**src/rtl/alu_exec_unit_if.sv**
```systemverilog
// Request/response bundle between the register-read stage and the execute unit.
// The master side issues operations and accepts results; the slave side is
// the execute unit itself.
interface alu_exec_unit_if #(
    parameter int WIDTH = 32
);
    logic             in_valid;
    logic             in_ready;
    logic [3:0]       alu_op_res;
    logic [2:0]       branch;
    logic             branch_en;
    logic [WIDTH-1:0] op_a;
    logic [WIDTH-1:0] op_b;
    logic             out_valid;
    logic             out_ready;
    logic [WIDTH-1:0] result;
    logic             zero;
    logic             branch_taken;

    modport master (
        output in_valid, alu_op_res, branch, branch_en, op_a, op_b, out_ready,
        input  in_ready, out_valid, result, zero, branch_taken
    );

    modport slave (
        input  in_valid, alu_op_res, branch, branch_en, op_a, op_b, out_ready,
        output in_ready, out_valid, result, zero, branch_taken
    );
endinterface

```
**src/rtl/alu_exec_unit.sv**
```systemverilog
// Multi-cycle integer execute unit: single-cycle ALU ops and branch compares,
// serial one-bit-per-cycle shifts, valid/ready handshake on both sides.
// The result register doubles as the shift register while a shift runs.
module alu_exec_unit #(
    parameter int WIDTH = 32
) (
    input  logic           clk,
    input  logic           reset_n,
    alu_exec_unit_if.slave bus
);
    localparam int SHW = $clog2(WIDTH);

    typedef enum logic [1:0] {S_IDLE, S_SHIFT, S_DONE} state_e;

    typedef enum logic [3:0] {
        OP_AND  = 4'b0000,
        OP_OR   = 4'b0001,
        OP_ADD  = 4'b0010,
        OP_XOR  = 4'b0011,
        OP_SLL  = 4'b0100,
        OP_SRL  = 4'b0101,
        OP_SUB  = 4'b0110,
        OP_SLT  = 4'b0111,
        OP_SLTU = 4'b1000,
        OP_SLLI = 4'b1001,
        OP_SRLI = 4'b1010
    } alu_op_e;

    state_e           state_q, state_d;
    logic [WIDTH-1:0] result_q, result_d;
    logic             zero_q, zero_d;
    logic             taken_q, taken_d;
    logic [SHW-1:0]   cnt_q, cnt_d;
    logic             left_q, left_d;

    logic             accept;
    logic             is_shift;
    logic             shift_left;
    logic [SHW-1:0]   shamt;
    logic [WIDTH-1:0] alu_res;
    logic             br_cond;

    // In DONE a new request is taken only when the current result is consumed.
    assign bus.in_ready     = (state_q == S_IDLE) || ((state_q == S_DONE) && bus.out_ready);
    assign accept           = bus.in_valid && bus.in_ready;
    assign bus.out_valid    = (state_q == S_DONE);
    assign bus.result       = result_q;
    assign bus.zero         = zero_q;
    assign bus.branch_taken = taken_q;

    // Decode the incoming request: single-cycle ALU value and branch condition.
    always_comb begin
        // NOTE: every output gets a default before the case so no path can leave
        // a variable unassigned, which would otherwise infer a latch.
        alu_res    = bus.op_a + bus.op_b;
        is_shift   = 1'b0;
        shift_left = 1'b0;
        shamt      = bus.op_b[SHW-1:0];
        br_cond    = 1'b0;

        case (alu_op_e'(bus.alu_op_res))
            OP_AND:  alu_res = bus.op_a & bus.op_b;
            OP_OR:   alu_res = bus.op_a | bus.op_b;
            OP_XOR:  alu_res = bus.op_a ^ bus.op_b;
            OP_SUB:  alu_res = bus.op_a - bus.op_b;
            OP_SLT:  alu_res = {{(WIDTH-1){1'b0}}, ($signed(bus.op_a) < $signed(bus.op_b))};
            OP_SLTU: alu_res = {{(WIDTH-1){1'b0}}, (bus.op_a < bus.op_b)};
            OP_SLL, OP_SLLI: begin
                // A zero shift amount finishes immediately with op_a unchanged.
                alu_res    = bus.op_a;
                is_shift   = 1'b1;
                shift_left = 1'b1;
            end
            OP_SRL, OP_SRLI: begin
                alu_res  = bus.op_a;
                is_shift = 1'b1;
            end
            default: alu_res = bus.op_a + bus.op_b;
        endcase

        // Branch compare uses the raw operands, independent of the ALU op.
        case (bus.branch)
            3'b000:  br_cond = (bus.op_a == bus.op_b);
            3'b001:  br_cond = (bus.op_a != bus.op_b);
            3'b010:  br_cond = 1'b1;
            3'b100:  br_cond = ($signed(bus.op_a) <  $signed(bus.op_b));
            3'b101:  br_cond = ($signed(bus.op_a) >= $signed(bus.op_b));
            3'b110:  br_cond = (bus.op_a <  bus.op_b);
            3'b111:  br_cond = (bus.op_a >= bus.op_b);
            default: br_cond = 1'b0;
        endcase
    end

    // Next-state logic: accept, serial shift stepping, and result retirement.
    always_comb begin
        state_d  = state_q;
        result_d = result_q;
        taken_d  = taken_q;
        cnt_d    = cnt_q;
        left_d   = left_q;

        if (state_q == S_SHIFT) begin
            result_d = left_q ? (result_q << 1) : (result_q >> 1);
            cnt_d    = cnt_q - SHW'(1);
            if (cnt_q == SHW'(1)) begin
                state_d = S_DONE;
            end
        end else if (accept) begin
            taken_d  = bus.branch_en && br_cond;
            result_d = alu_res;
            if (is_shift && (shamt != '0)) begin
                cnt_d   = shamt;
                left_d  = shift_left;
                state_d = S_SHIFT;
            end else begin
                state_d = S_DONE;
            end
        end else if ((state_q == S_DONE) && bus.out_ready) begin
            state_d = S_IDLE;
        end

        zero_d = (result_d == '0);
    end

    // State and datapath registers with synchronous active-low reset.
    always_ff @(posedge clk) begin
        // NOTE: sequential state uses non-blocking assignments so every flop
        // samples the pre-edge value regardless of statement order.
        if (!reset_n) begin
            state_q  <= S_IDLE;
            result_q <= '0;
            zero_q   <= 1'b1;
            taken_q  <= 1'b0;
            cnt_q    <= '0;
            left_q   <= 1'b0;
        end else begin
            state_q  <= state_d;
            result_q <= result_d;
            zero_q   <= zero_d;
            taken_q  <= taken_d;
            cnt_q    <= cnt_d;
            left_q   <= left_d;
        end
    end
endmodule

```
**src/flat_wrapper.sv**
```systemverilog
// flat-port wrapper written by rule: the top's interface ports become plain ports
module alu_exec_unit_flat 
#(
    parameter int WIDTH = 32
)
  (clk, reset_n, bus_in_valid, bus_alu_op_res, bus_branch, bus_branch_en, bus_op_a, bus_op_b, bus_out_ready, bus_in_ready, bus_out_valid, bus_result, bus_zero, bus_branch_taken);
  alu_exec_unit_if #(.WIDTH(WIDTH)) bus_i ();
  input  logic clk;
  input  logic reset_n;
  input wire logic [$bits(bus_i.in_valid)-1:0] bus_in_valid;
  input wire logic [$bits(bus_i.alu_op_res)-1:0] bus_alu_op_res;
  input wire logic [$bits(bus_i.branch)-1:0] bus_branch;
  input wire logic [$bits(bus_i.branch_en)-1:0] bus_branch_en;
  input wire logic [$bits(bus_i.op_a)-1:0] bus_op_a;
  input wire logic [$bits(bus_i.op_b)-1:0] bus_op_b;
  input wire logic [$bits(bus_i.out_ready)-1:0] bus_out_ready;
  output wire logic [$bits(bus_i.in_ready)-1:0] bus_in_ready;
  output wire logic [$bits(bus_i.out_valid)-1:0] bus_out_valid;
  output wire logic [$bits(bus_i.result)-1:0] bus_result;
  output wire logic [$bits(bus_i.zero)-1:0] bus_zero;
  output wire logic [$bits(bus_i.branch_taken)-1:0] bus_branch_taken;
  assign bus_i.in_valid = bus_in_valid;
  assign bus_i.alu_op_res = bus_alu_op_res;
  assign bus_i.branch = bus_branch;
  assign bus_i.branch_en = bus_branch_en;
  assign bus_i.op_a = bus_op_a;
  assign bus_i.op_b = bus_op_b;
  assign bus_i.out_ready = bus_out_ready;
  assign bus_in_ready = bus_i.in_ready;
  assign bus_out_valid = bus_i.out_valid;
  assign bus_result = bus_i.result;
  assign bus_zero = bus_i.zero;
  assign bus_branch_taken = bus_i.branch_taken;
  alu_exec_unit #(.WIDTH(WIDTH)) u_core (.clk(clk), .reset_n(reset_n), .bus(bus_i));
endmodule
```
**config.mk**
```make
export PLATFORM = sky130hd
export DESIGN_NAME = alu_exec_unit_flat
export DESIGN_NICKNAME = d
export VERILOG_FILES = /design/src/rtl/alu_exec_unit_if.sv /design/src/rtl/alu_exec_unit.sv /design/src/flat_wrapper.sv
export SDC_FILE = /design/constraint.sdc
export NUM_CORES = 1
export LEC_CHECK = 0
export CAP_MARGIN = 25
export CORE_MARGIN = 2
export CORE_UTILIZATION = 45
export DETAILED_ROUTE_END_ITERATION = 8
export HOLD_SLACK_MARGIN = 0.12
export PLACE_DENSITY = 0.67
export SLEW_MARGIN = 15
export SYNTH_ARGS = -nofsm -noshare
export SYNTH_HDL_FRONTEND = slang
export SYNTH_SLANG_ARGS = --single-unit
```
**constraint.sdc**
```tcl
create_clock -name clk -period 8 [get_ports clk]
set_clock_uncertainty 0.2 [all_clocks]
set_input_delay 1.6 -clock clk [delete_from_list [all_inputs] [get_ports clk]]
set_output_delay 1.6 -clock clk [all_outputs]
set_load 0.005 [all_outputs]
```
## After elaboration in Yosys (flattened, before gate mapping)

Index checks and enable logic that the tools add are counted.

- Flip-flop bits (word level): 42
- Input bits: 76
- Output and inout bits: 36
- Logic and storage cells: 72

- Add/sub/neg operators: 3
- $lt $le $gt $ge: 4
- Equality and inequality tests: 21
- Multiplexer cells: 15
- Bitwise gates (word level): 4
- Reductions and logical operators: 19

Operators by type and width:

| kind | number |
|---|---|
| case mux 32 bit (7 select lines) | 1 |
| 2-to-1 mux 32 bit | 3 |
| >= comparator 32 bit | 2 |
| less-than comparator 32 bit | 2 |
| adder 32 bit | 1 |
| bitwise AND 32 bit | 1 |
| == test 32 bit | 1 |
| zero test 32 bit | 1 |
| != test 32 bit | 1 |
| OR 32 bit | 1 |
| subtractor 32 bit | 1 |
| XOR 32 bit | 1 |
| == test 4 x 3 -> 1 bit, second input constant | 4 |
| 2-to-1 mux 5 bit | 3 |
| == test 3 bit, second input constant | 4 |
| == test 4 bit, second input constant | 3 |
| 2-to-1 mux 2 bit | 5 |
| case mux 1 bit (7 select lines) | 1 |
| AND reduction 2 bit | 3 |
| == test 5 x 1 -> 1 bit, second input constant | 1 |
| nonzero test 5 bit | 1 |
| subtractor 5 x 1 -> 5 bit, second input constant | 1 |
| == test 4 x 1 -> 1 bit, second input constant | 1 |
| == test 4 x 2 -> 1 bit, second input constant | 1 |
| other kinds (17) | 22 |

## Depth between registers and ports, before layout

- Word-level depth: 7
- Mapped depth: 16
- Gate-level depth less buffers: 15

## Least setup slack after synthesis

No wires, ideal clock.

- Path kind: input to register
- Start point: input port bus_op_b[27]
- End point: register u_core.zero_q (netlist: u_core.bus.zero)
- Library setup time: 0.096 ns
- Arrival: 4.928 ns
- Setup slack: 2.776 ns
- Stages on the path: 14
- Buffers on the path: 1
- Path through: inv_1 ha_1 buf_2 or4_1 nand2b_1 or3b_2 a31oi_1 a211oi_1 o31ai_1 nand4_1 or4_1 nor4_1 nand4_1 o41ai_2

- Word-level cells in the longest chain between the ends: 5
- Elaborated cells between the ends (all ways): 11
- Those cells by class: 2 x add/sub; 2 x order compare; 3 x mux; 3 x bitwise; 1 x reduce/logical

Ends and longest elaborated chain:

| item | RTL line | source |
|---|---|---|
| start, declared | flat_wrapper.sv:15 | `input wire logic [$bits(bus_i.op_b)-1:0] bus_op_b;` |
| adder 32 bit, or another cell as far along | n/a |  |
| case mux 32 bit (7 select lines) (*) | alu_exec_unit.sv:61 | `case (alu_op_e'(bus.alu_op_res))` |
| 2-to-1 mux 32 bit (*) | alu_exec_unit.sv:108 | `end else if (accept) begin` |
| 2-to-1 mux 32 bit (*) | alu_exec_unit.sv:102 | `if (state_q == S_SHIFT) begin` |
| zero test 32 bit (*) | alu_exec_unit.sv:122 | `zero_d = (result_d == '0);` |
| end signal, assigned | alu_exec_unit.sv:139 | `zero_q <= zero_d;` |
| end, declared | alu_exec_unit.sv:31 | `logic zero_q, zero_d;` |

Mark *: on every way between the ends. The rest lies on a longest branch, timed or not.
A chain may end at the register's enable or synchronous reset.

## Final worst setup path

- Start point: input port bus_op_a[27]
- End point: register u_core.zero_q (netlist: u_core.bus.zero)

- Word-level cells in the longest chain between the ends: 5
- Elaborated cells between the ends (all ways): 11
- Those cells by class: 2 x add/sub; 2 x order compare; 3 x mux; 3 x bitwise; 1 x reduce/logical

Ends and longest elaborated chain:

| item | RTL line | source |
|---|---|---|
| start, declared | flat_wrapper.sv:14 | `input wire logic [$bits(bus_i.op_a)-1:0] bus_op_a;` |
| adder 32 bit, or another cell as far along | n/a |  |
| case mux 32 bit (7 select lines) (*) | alu_exec_unit.sv:61 |  |
| 2-to-1 mux 32 bit (*) | alu_exec_unit.sv:108 |  |
| 2-to-1 mux 32 bit (*) | alu_exec_unit.sv:102 |  |
| zero test 32 bit (*) | alu_exec_unit.sv:122 |  |

Marked as above.

==> results.ini <==
[status]
status=finished, final reports clean

[sta]
relSlewSlack_pct=34.5
setup_ws_ps=1680
min_period_over_period_pct=79.0
tightest_slew_ps=958
slew_viol_final=0
finalHoldViolCount=0
timing.final.crit_period_ps=6320
max_freq_mhz=158
setup_viol=0
tns_ps=0
rsz0062_at_grt=no

[drt]
drtPass1Iterations=6
drc=0
drt_iter0_drc=831
detailroute.via_count=9778
wl_per_cell_um=20.7
drt-total-wl_um=31500
drt-vias-per-instance=6.42
antenna_left=0

[placed_design]
dp_cells=1514
port_buffers=111
dp_hpwl_um=24000
routabilityCongestion=0.979
preCtsSetupSlack_ps=1420

[min_path]
hold_path_end=u_core.bus.branch_taken
min_from=u_core.bus.branch_taken
hold_class=reg2reg
hold_path_depth=2

[clock_network]
cts_buffers=5
h-tree-depth=2
clock_latency_ps=280
holdBufCountCts=0
cts_sinks=42
clk_path_buf_depth=2
cts_tree=built
cts_root_buffer=clkbuf_16
clk_pin_slew_ps=70
post_cts_buffers=0
cts_resized=0

[layout]
layout_common_cells=clkdlybuf4s50_1 (109), inv_1 (108), nand2_1 (107)
final_common_cell=clkdlybuf4s50_1
nNetsFinal=1463
fin_cells=1522
n_antenna_cell=0
n_fill_cell=1907
areaGrowthSynthToFinish_pct=16.2
layout-drive-gt1-share_pct=4.04

[global_routing]
antenna_found_initial=0
grt_max_degree=55
met2_usage_pct=51.6
grt.overflow.total=0
met3_usage_pct=4.48
grt.total_usage_pct=30.3
grt_pass1_wl_um=48600
grt_pass1_vias=8955
globalRouteMet1Util_pct=40.0
top_usage_layer=met2

[pwr]
power.density_nw_per_um2=114
vdd_drop_max_uv=80.5
leakagePower_nw=3.96

[worst_setup_path]
crit_chain=clkdlybuf4s50_1 -> inv_1 -> ha_1 -> or4_1 -> nand2b_1 -> or3b_2 -> a31oi_1 -> a211oi_1 -> o31ai_1 -> nand4_1 -> or4_1 -> nor4_1 -> nand4_1 -> o41ai_2
path_max_fanout=19
cp-start-kind=primary input
cpLargestDelayFamily=simple AND/OR/NAND/NOR gates
arrival_ps=6310
reg2reg_from=u_core.left_q
worst_ep_required_time_ps=7990
r2r-end=u_core.bus.zero
cp_slowest_stage_delay_ps=700
worstSetupEndpointType=flop
cp_num_buf_inv=2
reg2reg_slack_ps=3710
r2r_cells=10
critPathKind=in2reg
slowest_stage=or4_1

[synthesis]
syn_area_per_cell_um2=6.81
netlist_instances=1237
syn_area_um2=8430
synthMuxAreaShare_pct=5.06
synth_top_family_by_area=compound AO/OA/AOI/OAI gates
synth_compound_area_share_pct=34.4
synth-simple-area-share_pct=24.0
synth_ff_type=dfxtp_1
synth_fa_ha_area_share_pct=15.0
yosysSeqAreaShare_pct=9.98
synth-xor-area-share_pct=2.81
yosys_warnings=0
synth.net_count=1413
async_flop_share_pct=0
synth-seq-cells=42
synth_cell_types=74
synth_edf_count=0

[die]
io_pins=112
initial_core_util_pct=45.5
fp.dieH_um=141
core_um2=18500
die-area_um2=19800
die_w_um=141
std_cell_rows=50

[job]
maxCapViolations=0

area by class of cell:
type                       instances  area (um^2)  share of cell area, %
multi-input combinational       1001         6870                   70.1
timing repair buffer             129         1240                   12.6
sequential                        42          842                   8.60
inverter                         108          405                   4.14
tap                              234          293                   2.99
clock buffer                       5          125                   1.28
clock inverter                     3         25.0                  0.255
metrics by stage:
stage / hold WS [ps] / instance area [um^2] / total power [mW] / util, %
after global routing: 272 / 9790 / 1.19 / 52.9
after CTS: 254 / 9790 / 1.11 / 52.9
after global placement: 246 / 9640 / 0.899 / 52.1
final: 256 / 9790 / 1.12 / 52.9
after detailed placement: 248 / 9640 / 0.899 / 52.1
after floorplan: 248 / 8430 / 0.669 / -
sequential cells by signal, summed over array words and instances, names as in the netlist:
register                 flops
u_core.bus.branch_taken      1
u_core.left_q                1
u_core.cnt_q                 5
u_core.state_q               2
u_core.bus.zero              1
u_core.bus.result           32
layer usage:
metal,vias up,part of all wire [%]
li1,4657,-
met2,467,46
met1,4588,43
met3,66,8.0
met4,0,2.5
met5,-,0
worst max-delay path by stage:
stage	from	end	slack, ps	depth (start not counted)
after global routing	bus_op_a[27]	u_core.bus.zero	1370	14
after CTS	bus_op_a[27]	u_core.bus.zero	1700	14
after global placement	bus_op_a[27]	u_core.bus.zero	1420	14
after detailed placement	bus_op_a[27]	u_core.bus.zero	1420	14
final	bus_op_a[27]	u_core.bus.zero	1680	14
after floorplan	bus_op_b[27]	u_core.bus.zero	2780	14
power by group:
part           switching [mW]  internal (mW)  total [mW]
sequential             0.0278          0.229       0.257
combinational           0.387          0.267       0.654
clock                  0.0903          0.117       0.208
total                   0.505          0.613        1.12
logic make-up after synthesis:
group,count (synthesis)
AO/OA/AOI/OAI,424
XOR/XNOR,27
adder cells (fa/ha/maj),100
buffers and inverters,194
flip-flops,42
multiplexers,42
AND/OR/NAND/NOR,408
tightest hold or removal path: cells and delay by family (launching register included):
kind / cells / cell delay, ps
compound gates: 1 / 50
flops: 1 / 310
simple gates: 1 / 50
cell usage after synthesis (10+ instances only):
cell type | number | area [um^2]
a211oi_1 | 14 | 105
a21o_1 | 15 | 113
a21oi_1 | 87 | 435
a221oi_1 | 12 | 105
a22o_1 | 12 | 105
a22oi_1 | 20 | 150
a31oi_1 | 23 | 144
and2_1 | 27 | 169
clkbuf_1 | 75 | 282
dfxtp_1 | 42 | 841
ha_1 | 98 | 1230
inv_1 | 108 | 405
mux2i_1 | 37 | 370
nand2_1 | 107 | 402
nand2b_1 | 16 | 100
nand3_1 | 20 | 100
nand4_1 | 17 | 106
nor2_1 | 102 | 383
nor2b_1 | 19 | 119
nor3_1 | 29 | 145
nor4_1 | 20 | 125
o211ai_1 | 18 | 135
o21ai_0 | 88 | 440
o22ai_1 | 10 | 62.6
o31ai_1 | 15 | 113
xnor2_1 | 25 | 219
Power figures use the tool's default switching activity.
==> RTL change, RTL diff (same flow settings) <==
Take the reset off `result_q` and load it in a clocked block of its own.
--- a/src/rtl/alu_exec_unit.sv
+++ b/src/rtl/alu_exec_unit.sv
@@ -128,19 +128,21 @@
         // samples the pre-edge value regardless of statement order.
         if (!reset_n) begin
             state_q  <= S_IDLE;
-            result_q <= '0;
             zero_q   <= 1'b1;
             taken_q  <= 1'b0;
             cnt_q    <= '0;
             left_q   <= 1'b0;
         end else begin
             state_q  <= state_d;
-            result_q <= result_d;
             zero_q   <= zero_d;
             taken_q  <= taken_d;
             cnt_q    <= cnt_d;
             left_q   <= left_d;
         end
     end
+
+    always_ff @(posedge clk) begin
+        result_q <= result_d;
+    end
 endmodule
 
Behaviour: not the same (a bounded check fails within 4 cycles, from zero or initial values and one cycle with reset_n low).
==> RTL change against the original RTL <==
Synthesized area down 0.73%. Power rose by 16%. Wire length is 1.6% higher. Setup slack lost 350 ps. Sequential cell count is the same. Design area fell by 1.4%. Count of clock-buffer cells in the layout did not move. Highest routed layer unchanged.
==> RTL change: results (changes against the original RTL) <==
\begin{tabular}{lr}
\hline
Metric & Value \\
\hline
\multicolumn{2}{l}{\textbf{Run status}} \\
Result of the run & complete, no violations \\
\multicolumn{2}{l}{\textbf{Clocking}} \\
Number of buffers inserted during clock tree synthesis & 5 (unchanged) \\
Count of instances resized after the clock tree is built & 0 (unchanged) \\
Worst skew pair latency & 290 ps \\
\multicolumn{2}{l}{\textbf{Global route}} \\
Maximum number of pins on one net before global-route repair & 40 (-27\%) \\
Overall fraction of global-route tracks in use & 31.1\% (+0.85 points) \\
Global-route wire length before repair & 49,600 µm (+1.9\%) \\
Via count of the first global-routing pass & 8,901 (-0.60\%) \\
\multicolumn{2}{l}{\textbf{Worst setup path}} \\
Critical-path cell with the highest stage delay & sky130\_fd\_sc\_hd\_\_nor2\_2 \\
Critical path peak fanout & 20 (+1) \\
Number of cells on the worst reg-to-reg path & 12 (+2) \\
Arrival time of the worst setup path & 6670 ps (+360 ps) \\
Maximum cell stage delay along the critical path & 970 ps (+270 ps) \\
\multicolumn{2}{l}{\textbf{Route}} \\
Vias per inst & 6.59 (+2.5\%) \\
Post-detailed-routing wire length & 32,000 µm (+1.6\%) \\
WL/cell & 21.7 µm (+4.6\%) \\
Starting DRT DRC Count & 1,076 (+29\%) \\
\multicolumn{2}{l}{\textbf{Placement}} \\
Total placed cells including tap cells & 1,470 (-2.9\%) \\
Final HPWL DP & 24,000 µm (+0.35\%) \\
Instance area after placement & 9500 µm² (-1.5\%) \\
Routability congestion estimate & 0.988 (+1.0\%) \\
Post-placement worst setup slack & 1160 ps (-265 ps) \\
\multicolumn{2}{l}{\textbf{Cells and area}} \\
Fraction of layout cells with a size suffix above 1 & 6.00\% (+2.0 points) \\
Layout filler cell count & 1,792 (-6.0\%) \\
Net count, final & 1,424 (-2.7\%) \\
\multicolumn{2}{l}{\textbf{Timing}} \\
Least-Margin Pin Slew & 1040 ps (+78.4 ps) \\
\multicolumn{2}{l}{\textbf{Synthesis}} \\
Top post-synthesis cells by count & sky130\_fd\_sc\_hd\_\_a21oi\_1, sky130\_fd\_sc\_hd\_\_inv\_1, sky130\_fd\_sc\_hd\_\_ha\_1 \\
Number of distinct standard cells referenced by the synthesized netlist & 98 (+32\%) \\
Cells taking the most area after synthesis & sky130\_fd\_sc\_hd\_\_ha\_1, sky130\_fd\_sc\_hd\_\_dfxtp\_1, sky130\_fd\_sc\_hd\_\_a21oi\_1, sky130\_fd\_sc\_hd\_\_o21ai\_0, sky130\_fd\_sc\_hd\_\_inv\_1 \\
Seq/Total Area, Yosys & 10.0\% (+0.073 points) \\
\multicolumn{2}{l}{\textbf{Min path}} \\
Hold Path Cell Cnt & 1 (-1) \\
\multicolumn{2}{l}{\textbf{Power}} \\
Leakage component of the power & 3.91 nW (-1.4\%) \\
Peak supply drop & 0.0000871 V (+8.1\%) \\
\hline
\end{tabular}
## RTL change: changes by cell type in the layout (fill, tap and decap cells not counted), sizes merged, moves of 8 or more
cell and delta:
a21oi +22, and2 -21, nand2 -14, o21ai +13, a31oi -11, xnor2 -9
nor4 -8, o221ai +8, o2bb2ai -8
## RTL change: worst reg2reg max path, delay by kind of cell, from the launching register on
kind / cells / cell delay, ps
flops: 1 / 310
simple gates: 4 / 1320
compound gates: 7 / 1940
buf+inv: 1 / 430
## RTL change: layer usage
metal / global-route usage, % / vias up / wire length [µm]
met5: 0 / - / 0
met4: 11.5 / 0 / 1170
met3: 4.85 / 103 / 3000
met2: 49.4 / 582 / 14100
met1: 42.6 / 4546 / 13700
li1: - / 4504 / -
## RTL change: report_power, final
part	switching [mW]	internal, mW
clock	0.0968	0.120
sequential	0.0653	0.254
combinational	0.431	0.326
total	0.593	0.699
## RTL change: worst paths after layout
kind / startpoint / endpoint / slack, ps
hold reg to reg: u_core.bus.branch_taken / u_core.bus.branch_taken / 300
setup / recovery: bus_alu_op_res[3] / u_core.bus.zero / 1320
hold / removal: u_core.bus.branch_taken / u_core.bus.branch_taken / 300
setup reg to reg: u_core.left_q / u_core.bus.zero / 3710
## RTL change: kinds of logic after synthesis
family | synth area share [%]
xor+xnor | 1.99
fa+ha+maj | 15.1
mux | 5.07
simple gates | 22.1
flops | 10.0
buf+inv | 9.17
compound gates | 36.5
## RTL change: layout make-up
type / instances / area share [%]
Clock buffer: 5 / 1.30
Tap cell: 229 / 2.97
Inverter: 107 / 4.16
Clock inverter: 3 / 0.298
Multi-Input combinational cell: 967 / 70.1
Sequential cell: 42 / 8.72
Timing Repair Buffer: 125 / 12.5
